## src/rtl/ex_stage.sv

```systemverilog
// Execute stage: ALU with signed-overflow detection, iterative shift-add
// multiplier with busy handshake, and the EX/MEM pipeline register.
module ex_stage #(
  parameter int unsigned MUL_CYCLES = 32
) (
  input  logic        clk,
  input  logic        reset,
  input  logic        stall,
  input  logic        flush,
  output logic        busy,
  input  logic [29:0] id_pc,
  input  logic        id_en_,
  input  logic [3:0]  id_alu_op,
  input  logic [31:0] id_alu_in_0,
  input  logic [31:0] id_alu_in_1,
  input  logic        id_br_flag,
  input  logic [1:0]  id_mem_op,
  input  logic [31:0] id_mem_wr_data,
  input  logic [1:0]  id_ctrl_op,
  input  logic [4:0]  id_dst_addr,
  input  logic        id_gpr_we_,
  input  logic [2:0]  id_exp_code,
  output logic [31:0] ex_fwd_data,
  output logic [29:0] ex_pc,
  output logic        ex_en_,
  output logic        ex_br_flag,
  output logic [1:0]  ex_mem_op,
  output logic [31:0] ex_mem_wr_data,
  output logic [1:0]  ex_ctrl_op,
  output logic [4:0]  ex_dst_addr,
  output logic        ex_gpr_we_,
  output logic [2:0]  ex_exp_code,
  output logic [31:0] ex_out
);

  localparam int unsigned CW = $clog2(MUL_CYCLES) + 1;
  localparam logic [3:0] OP_ADDS = 4'd4;
  localparam logic [3:0] OP_SUBS = 4'd6;
  localparam logic [3:0] OP_MUL  = 4'd10;
  localparam logic [2:0] EXP_OVERFLOW = 3'd3;

  typedef enum logic [1:0] {IDLE, RUN, DONE} mul_state_t;

  mul_state_t    state_q, state_d;
  logic [31:0]   a_q, a_d, b_q, b_d, acc_q, acc_d;
  logic [CW-1:0] cnt_q, cnt_d;
  logic          mul_start;

  logic [31:0] sum, diff, alu_res;
  logic        ovf;
  logic [2:0]  exp_code;

  logic [29:0] pc_q, pc_d;
  logic        en_q, en_d, br_q, br_d, we_q, we_d;
  logic [1:0]  mem_op_q, mem_op_d, ctrl_op_q, ctrl_op_d;
  logic [31:0] wr_data_q, wr_data_d, out_q, out_d;
  logic [4:0]  dst_q, dst_d;
  logic [2:0]  exp_q, exp_d;

  assign sum  = id_alu_in_0 + id_alu_in_1;
  assign diff = id_alu_in_0 - id_alu_in_1;

  // ALU result and overflow for the instruction currently in EX
  always_comb begin
    alu_res = '0;
    ovf     = 1'b0;
    case (id_alu_op)
      4'd0:  alu_res = id_alu_in_0;
      4'd1:  alu_res = id_alu_in_0 & id_alu_in_1;
      4'd2:  alu_res = id_alu_in_0 | id_alu_in_1;
      4'd3:  alu_res = id_alu_in_0 ^ id_alu_in_1;
      4'd4, 4'd5: alu_res = sum;
      4'd6, 4'd7: alu_res = diff;
      4'd8:  alu_res = id_alu_in_0 >> id_alu_in_1[4:0];
      4'd9:  alu_res = id_alu_in_0 << id_alu_in_1[4:0];
      4'd10: alu_res = acc_q;
      default: alu_res = '0;
    endcase
    if (!id_en_) begin
      if (id_alu_op == OP_ADDS)
        ovf = (id_alu_in_0[31] == id_alu_in_1[31]) && (sum[31] != id_alu_in_0[31]);
      else if (id_alu_op == OP_SUBS)
        ovf = (id_alu_in_0[31] != id_alu_in_1[31]) && (diff[31] != id_alu_in_0[31]);
    end
    if (id_exp_code != 3'd0) exp_code = id_exp_code;
    else if (ovf)            exp_code = EXP_OVERFLOW;
    else                     exp_code = 3'd0;
  end

  assign ex_fwd_data = alu_res;

  // reset is folded in so busy drops the instant reset is applied
  assign mul_start = !id_en_ && (id_alu_op == OP_MUL) && !flush && !reset;

  // Multiplier next-state, datapath and busy
  always_comb begin
    state_d = state_q;
    a_d     = a_q;
    b_d     = b_q;
    acc_d   = acc_q;
    cnt_d   = cnt_q;
    busy    = 1'b0;
    case (state_q)
      IDLE: begin
        if (mul_start) begin
          busy    = 1'b1;
          a_d     = id_alu_in_0;
          b_d     = id_alu_in_1;
          acc_d   = '0;
          cnt_d   = '0;
          state_d = RUN;
        end
      end
      RUN: begin
        busy  = 1'b1;
        acc_d = b_q[0] ? (acc_q + a_q) : acc_q;
        a_d   = a_q << 1;
        b_d   = b_q >> 1;
        cnt_d = cnt_q + 1'b1;
        if (cnt_q == CW'(MUL_CYCLES - 1)) state_d = DONE;
      end
      DONE: begin
        if (!stall) state_d = IDLE;
      end
      default: state_d = IDLE;
    endcase
    if (flush) state_d = IDLE;
  end

  // Multiplier state register
  always_ff @(posedge clk or posedge reset) begin
    if (reset) begin
      state_q <= IDLE;
      a_q     <= '0;
      b_q     <= '0;
      acc_q   <= '0;
      cnt_q   <= '0;
    end else begin
      state_q <= state_d;
      a_q     <= a_d;
      b_q     <= b_d;
      acc_q   <= acc_d;
      cnt_q   <= cnt_d;
    end
  end

  // EX/MEM next value: flush bubble beats stall hold beats load
  always_comb begin
    pc_d      = pc_q;
    en_d      = en_q;
    br_d      = br_q;
    mem_op_d  = mem_op_q;
    wr_data_d = wr_data_q;
    ctrl_op_d = ctrl_op_q;
    dst_d     = dst_q;
    we_d      = we_q;
    exp_d     = exp_q;
    out_d     = out_q;
    if (flush) begin
      pc_d      = '0;
      en_d      = 1'b1;
      br_d      = 1'b0;
      mem_op_d  = '0;
      wr_data_d = '0;
      ctrl_op_d = '0;
      dst_d     = '0;
      we_d      = 1'b1;
      exp_d     = '0;
      out_d     = '0;
    end else if (!stall) begin
      pc_d      = id_pc;
      en_d      = id_en_;
      br_d      = id_br_flag;
      mem_op_d  = id_mem_op;
      wr_data_d = id_mem_wr_data;
      ctrl_op_d = id_ctrl_op;
      dst_d     = id_dst_addr;
      we_d      = id_gpr_we_ | ovf;
      exp_d     = exp_code;
      out_d     = alu_res;
    end
  end

  // EX/MEM pipeline register
  always_ff @(posedge clk or posedge reset) begin
    if (reset) begin
      pc_q      <= '0;
      en_q      <= 1'b1;
      br_q      <= 1'b0;
      mem_op_q  <= '0;
      wr_data_q <= '0;
      ctrl_op_q <= '0;
      dst_q     <= '0;
      we_q      <= 1'b1;
      exp_q     <= '0;
      out_q     <= '0;
    end else begin
      pc_q      <= pc_d;
      en_q      <= en_d;
      br_q      <= br_d;
      mem_op_q  <= mem_op_d;
      wr_data_q <= wr_data_d;
      ctrl_op_q <= ctrl_op_d;
      dst_q     <= dst_d;
      we_q      <= we_d;
      exp_q     <= exp_d;
      out_q     <= out_d;
    end
  end

  assign ex_pc          = pc_q;
  assign ex_en_         = en_q;
  assign ex_br_flag     = br_q;
  assign ex_mem_op      = mem_op_q;
  assign ex_mem_wr_data = wr_data_q;
  assign ex_ctrl_op     = ctrl_op_q;
  assign ex_dst_addr    = dst_q;
  assign ex_gpr_we_     = we_q;
  assign ex_exp_code    = exp_q;
  assign ex_out         = out_q;

endmodule
```

## config.mk

```make
export PLATFORM = sky130hd
export DESIGN_NAME = ex_stage
export DESIGN_NICKNAME = d
export VERILOG_FILES = /design/src/rtl/ex_stage.sv
export SDC_FILE = /design/constraint.sdc
export NUM_CORES = 1
export LEC_CHECK = 0
export ABC_CLOCK_PERIOD_IN_PS = 10100
export CORE_MARGIN = 1.5
export CORE_UTILIZATION = 35
export DETAILED_ROUTE_END_ITERATION = 8
export SLEW_MARGIN = 20
export SYNTH_ARGS = -nofsm -noshare
export SYNTH_HDL_FRONTEND = slang
export SYNTH_SLANG_ARGS = --single-unit
```

## constraint.sdc

```tcl
create_clock -name clk -period 10.1 [get_ports clk]
set_input_delay 2.02 -clock clk [delete_from_list [all_inputs] [get_ports clk]]
set_output_delay 2.02 -clock clk [all_outputs]
set_load 0.01 [all_outputs]
```

==> metrics.log <==
[metrics] most frequently used flop master after synthesis: dfrtp_1
[metrics] Max-Slew Margin vs Limit: 24.0%
[metrics] most common cell after layout, fill and taps aside: nor2_1
[metrics] initial antenna violation count: 4
[metrics] post-synthesis instance area: 19200 µm²
[metrics] area used by sequential logic in the layout: 5330 µm²
[metrics] per-instance average area after synthesis: 8.17 µm²
[metrics] top cell type by total area after synthesis: dfrtp_1
[metrics] Final Total Pwr: 3.74 mW
[metrics] sum of negative setup slack: 0 ns
[metrics] Synth Area in Simple Gates: 16.4%
[metrics] adder-cell share of the synthesized area: 9.00%
[metrics] Setup crit end kind: output pin
[metrics] count of hold-fix buffers inserted at cts: 0
[metrics] total routing usage reported by global routing: 29.0%
[metrics] Worst EP required: 8.08 ns
[metrics] count of port buffers added during placement: 290
[metrics] maximum clock frequency: 119 MHz
[metrics] synthesized instance count: 2345
[metrics] syn_nets: 2630
[metrics] initial core utilization: 35.5%
[metrics] Crit path arrival time: 6.42 ns
[metrics] clock transition at the registers of the reported paths: 0.07 ns
[metrics] endpoints failing setup: 0
[metrics] final worst path period share: 83.5%
[metrics] post-synthesis cell type count: 100
[metrics] vias in the first global route: 18500
[metrics] Placeable Area: 53900 µm²
[metrics] number of design-rule violations left by the first detailed-router iteration: 2160
[metrics] Final Net Count: 2820
[metrics] max_cap viols: 0
[metrics] number of sinks driven by the clock tree: 213
[metrics] Cell Int Power: 2.23 mW
[metrics] number of gates given a new drive strength after cts: 0
[metrics] Cell Pwr Density: 161 nW/µm²
[metrics] area taken by multi-input logic gates: 12600 µm²
[metrics] RSZ-0062 raised after global routing: false
[metrics] Post-Synth XOR/XNOR Area: 1.97%
[metrics] clock tree root driver cell: clkbuf_16
[metrics] commonest non-fill, non-tap cells in the layout: 311 x nor2_1, 282 x clkdlybuf4s50_1, 211 x dfrtp_1
[metrics] run status: finished clean
[metrics] I/O Pins: 291
[metrics] Crit Path Class: input pin to output pin
[metrics] fraction of the yosys area taken by sequential cells: 27.8%
[metrics] mux contribution to synthesized area: 12.7%
[metrics] worst hold path startpoint: b_q[9]$_DFFE_PP0P_
[metrics] Switching Fraction: 40.3%
[metrics] Synthesis Warnings: 0
[metrics] number of cell rows: 85
[metrics] count of flip-flops with a built-in enable after synthesis: 0
[metrics] Overflow after GRT: 0
[metrics] pin count of the biggest net entering global routing: 112
[metrics] number of vias per cell: 5.95
[metrics] register bit total from synthesis: 213
[metrics] path type of the worst min-delay path: flop to flop
[metrics] placed insts: 3203
[metrics] ANT nets after route: 0
[metrics] dominant combinational cell family by area after synthesis: compound AO/OA/AOI/OAI gates
[metrics] IR Drop Worst-Case VDD: 0.122 mV
[metrics] maximum clock path buffer count: 3
[metrics] TritonCTS Buffers: 26
[metrics] compound-cell area share of the yosys netlist: 25.4%
[metrics] fraction of layout cells with a size suffix above 1: 6.70%
[metrics] number of filler instances in the final layout: 5453
[metrics] buffer count from post-CTS setup fixing: 0
[metrics] critical path fanouts, max: 10
[metrics] signed area change from the synthesized netlist to the final layout: 21.3%
[metrics] final hold violation count: 0
[metrics] Post-synth ARST share: 100%
[metrics] TritonCTS clock tree: yes
[metrics] top post-synthesis cells by area: dfrtp_1 28%, mux2i_1 9.0%, ha_1 8.7%
[metrics] Combinational Power Share: 44.1%
[metrics] number of vias after detailed routing: 19400
[metrics] fin cells: 3251
[metrics] area of the die: 56200 µm²
[metrics] reg2reg start: acc_q[12]$_DFFE_PP0P_
[metrics] Detailed Routing Iterations Pass 1: 6
[metrics] part of the power in the clock network: 24.5%
[metrics] Routability Congestion: 1.09
[metrics] Final Max Tran Viols: 0
[metrics] worst setup path start: id_alu_in_0[4]
[metrics] Max H-tree Level: 1
[metrics] horizontal extent of the die: 237 µm
[metrics] clock latency on the worst-skew pair: 0.59 ns
[metrics] die height: 237 µm
[metrics] global-route wire length before repair: 123000 µm
[metrics] residual DRC count: 0
[metrics] portion of total power attributed to sequential cells: 31.4%
[metrics] Routed wire per std cell: 25.7 µm
[metrics] nature of the critical path startpoint: input pin
[metrics] Final Routed Wirelength: 83700 µm
[metrics] half-perimeter wire length after placement: 65400 µm
[metrics] worst clock skew on the final layout: 0.0312 ns
[metrics] transition at the pin with the smallest max-transition slack: 1.14 ns
[metrics] LEAKAGE: 10.2 nW
[metrics] Yosys top cell area share: 27.6%
[metrics] switching power: 1.51 mW
[metrics] Final Critical Period: 8.44 ns
==> worst max-delay path, cell delays in order <==
cell and delay [ns]:
clkdlybuf4s50_1 0.70, inv_1 0.13, ha_1 0.49, a2111oi_4 0.45, o31a_4 0.25, o211a_1 0.18, o21ai_0 0.09, a221oi_1 0.40
xor2_1 0.16, o21ai_0 0.81, clkdlybuf4s50_1 0.72
==> cells in the mapped netlist, drive strengths merged (23+ instances only) <==
library cell	instances
a221oi	25
o22ai	33
ha	133
nand2b	23
nor3	37
xnor2	27
dfrtp	211
inv	119
o21ai	181
buf	49
a21o	30
mux4	24
mux2i	172
clkbuf	118
nand3	36
nor2	313
a21oi	203
a211oi	37
nand2	198
==> metrics by stage <==
stage	area, µm²	util [%]	hold slack [ns]	setup WS (ns)
floorplan	19200	-	0.439	2.26
global placement	22400	41.6	0.456	1.88
detailed placement	22400	41.6	0.468	1.79
CTS	23200	43.1	0.482	1.77
global route	23200	43.1	0.503	1.58
finish	23200	43.1	0.478	1.66
==> layer usage <==
layer,global-route usage [%],up-vias,wire length (µm)
met4,7.96,4,2350
met3,5.19,139,7230
li1,-,8866,-
met5,0,-,26
met1,42.1,9463,38000
met2,43.8,884,36100
==> power by group through the flow <==
| stage | combinational [mW] | sequential [mW] | clock (mW) |
|---|---|---|---|
| final | 1.65 | 1.17 | 0.915 |
| after detailed placement | 1.61 | 1.19 | 0 |
| after floorplan | 1.10 | 1.13 | 0 |
| after global placement | 1.59 | 1.18 | 0 |
| after CTS | 1.62 | 1.17 | 0.943 |
| after global routing | 1.80 | 1.19 | 0.968 |
==> area by class of cell <==
type | instances | area share (%)
Clock inverter | 11 | 0.339
Timing Repair Buffer | 329 | 13.6
Inverter | 121 | 2.00
Multi-Input combinational cell | 1844 | 54.1
Tap cell | 696 | 3.75
Antenna cell | 2 | 0.0215
Clock buffer | 35 | 3.20
Sequential cell | 213 | 22.9
==> worst paths after layout <==
check                                                  end  slack (ns)  cells past startpoint
min in group asynchronous           state_q[0]$_DFFE_PP0P_        2.07                      2
worst max register to register       acc_q[31]$_DFFE_PP0P_        6.65                     10
worst min register to register          b_q[8]$_DFFE_PP0P_        0.48                      2
max in group asynchronous       ex_exp_code[2]$_DFFE_PP0N_        6.61                      3
worst max-delay path                       ex_fwd_data[13]        1.66                     11
worst min-delay path                    b_q[8]$_DFFE_PP0P_        0.48                      2
==> sequential cells by signal (all words and copies together), names as in the netlist <==
register,count
ex_en_,1
ex_mem_op,2
ex_pc,30
a_q,32
ex_out,32
ex_ctrl_op,2
ex_mem_wr_data,32
state_q,2
ex_gpr_we_,1
ex_br_flag,1
ex_dst_addr,5
cnt_q,6
ex_exp_code,3
acc_q,32
b_q,32
==> kinds of logic after synthesis <==
group                    count (synthesis)
AO/OA/AOI/OAI                          740
AND/OR/NAND/NOR                        714
buffers and inverters                  288
flip-flops                             213
multiplexers                           211
adder cells (fa/ha/maj)                136
XOR/XNOR                                43
Note: power is estimated with default switching activity, not from simulation.
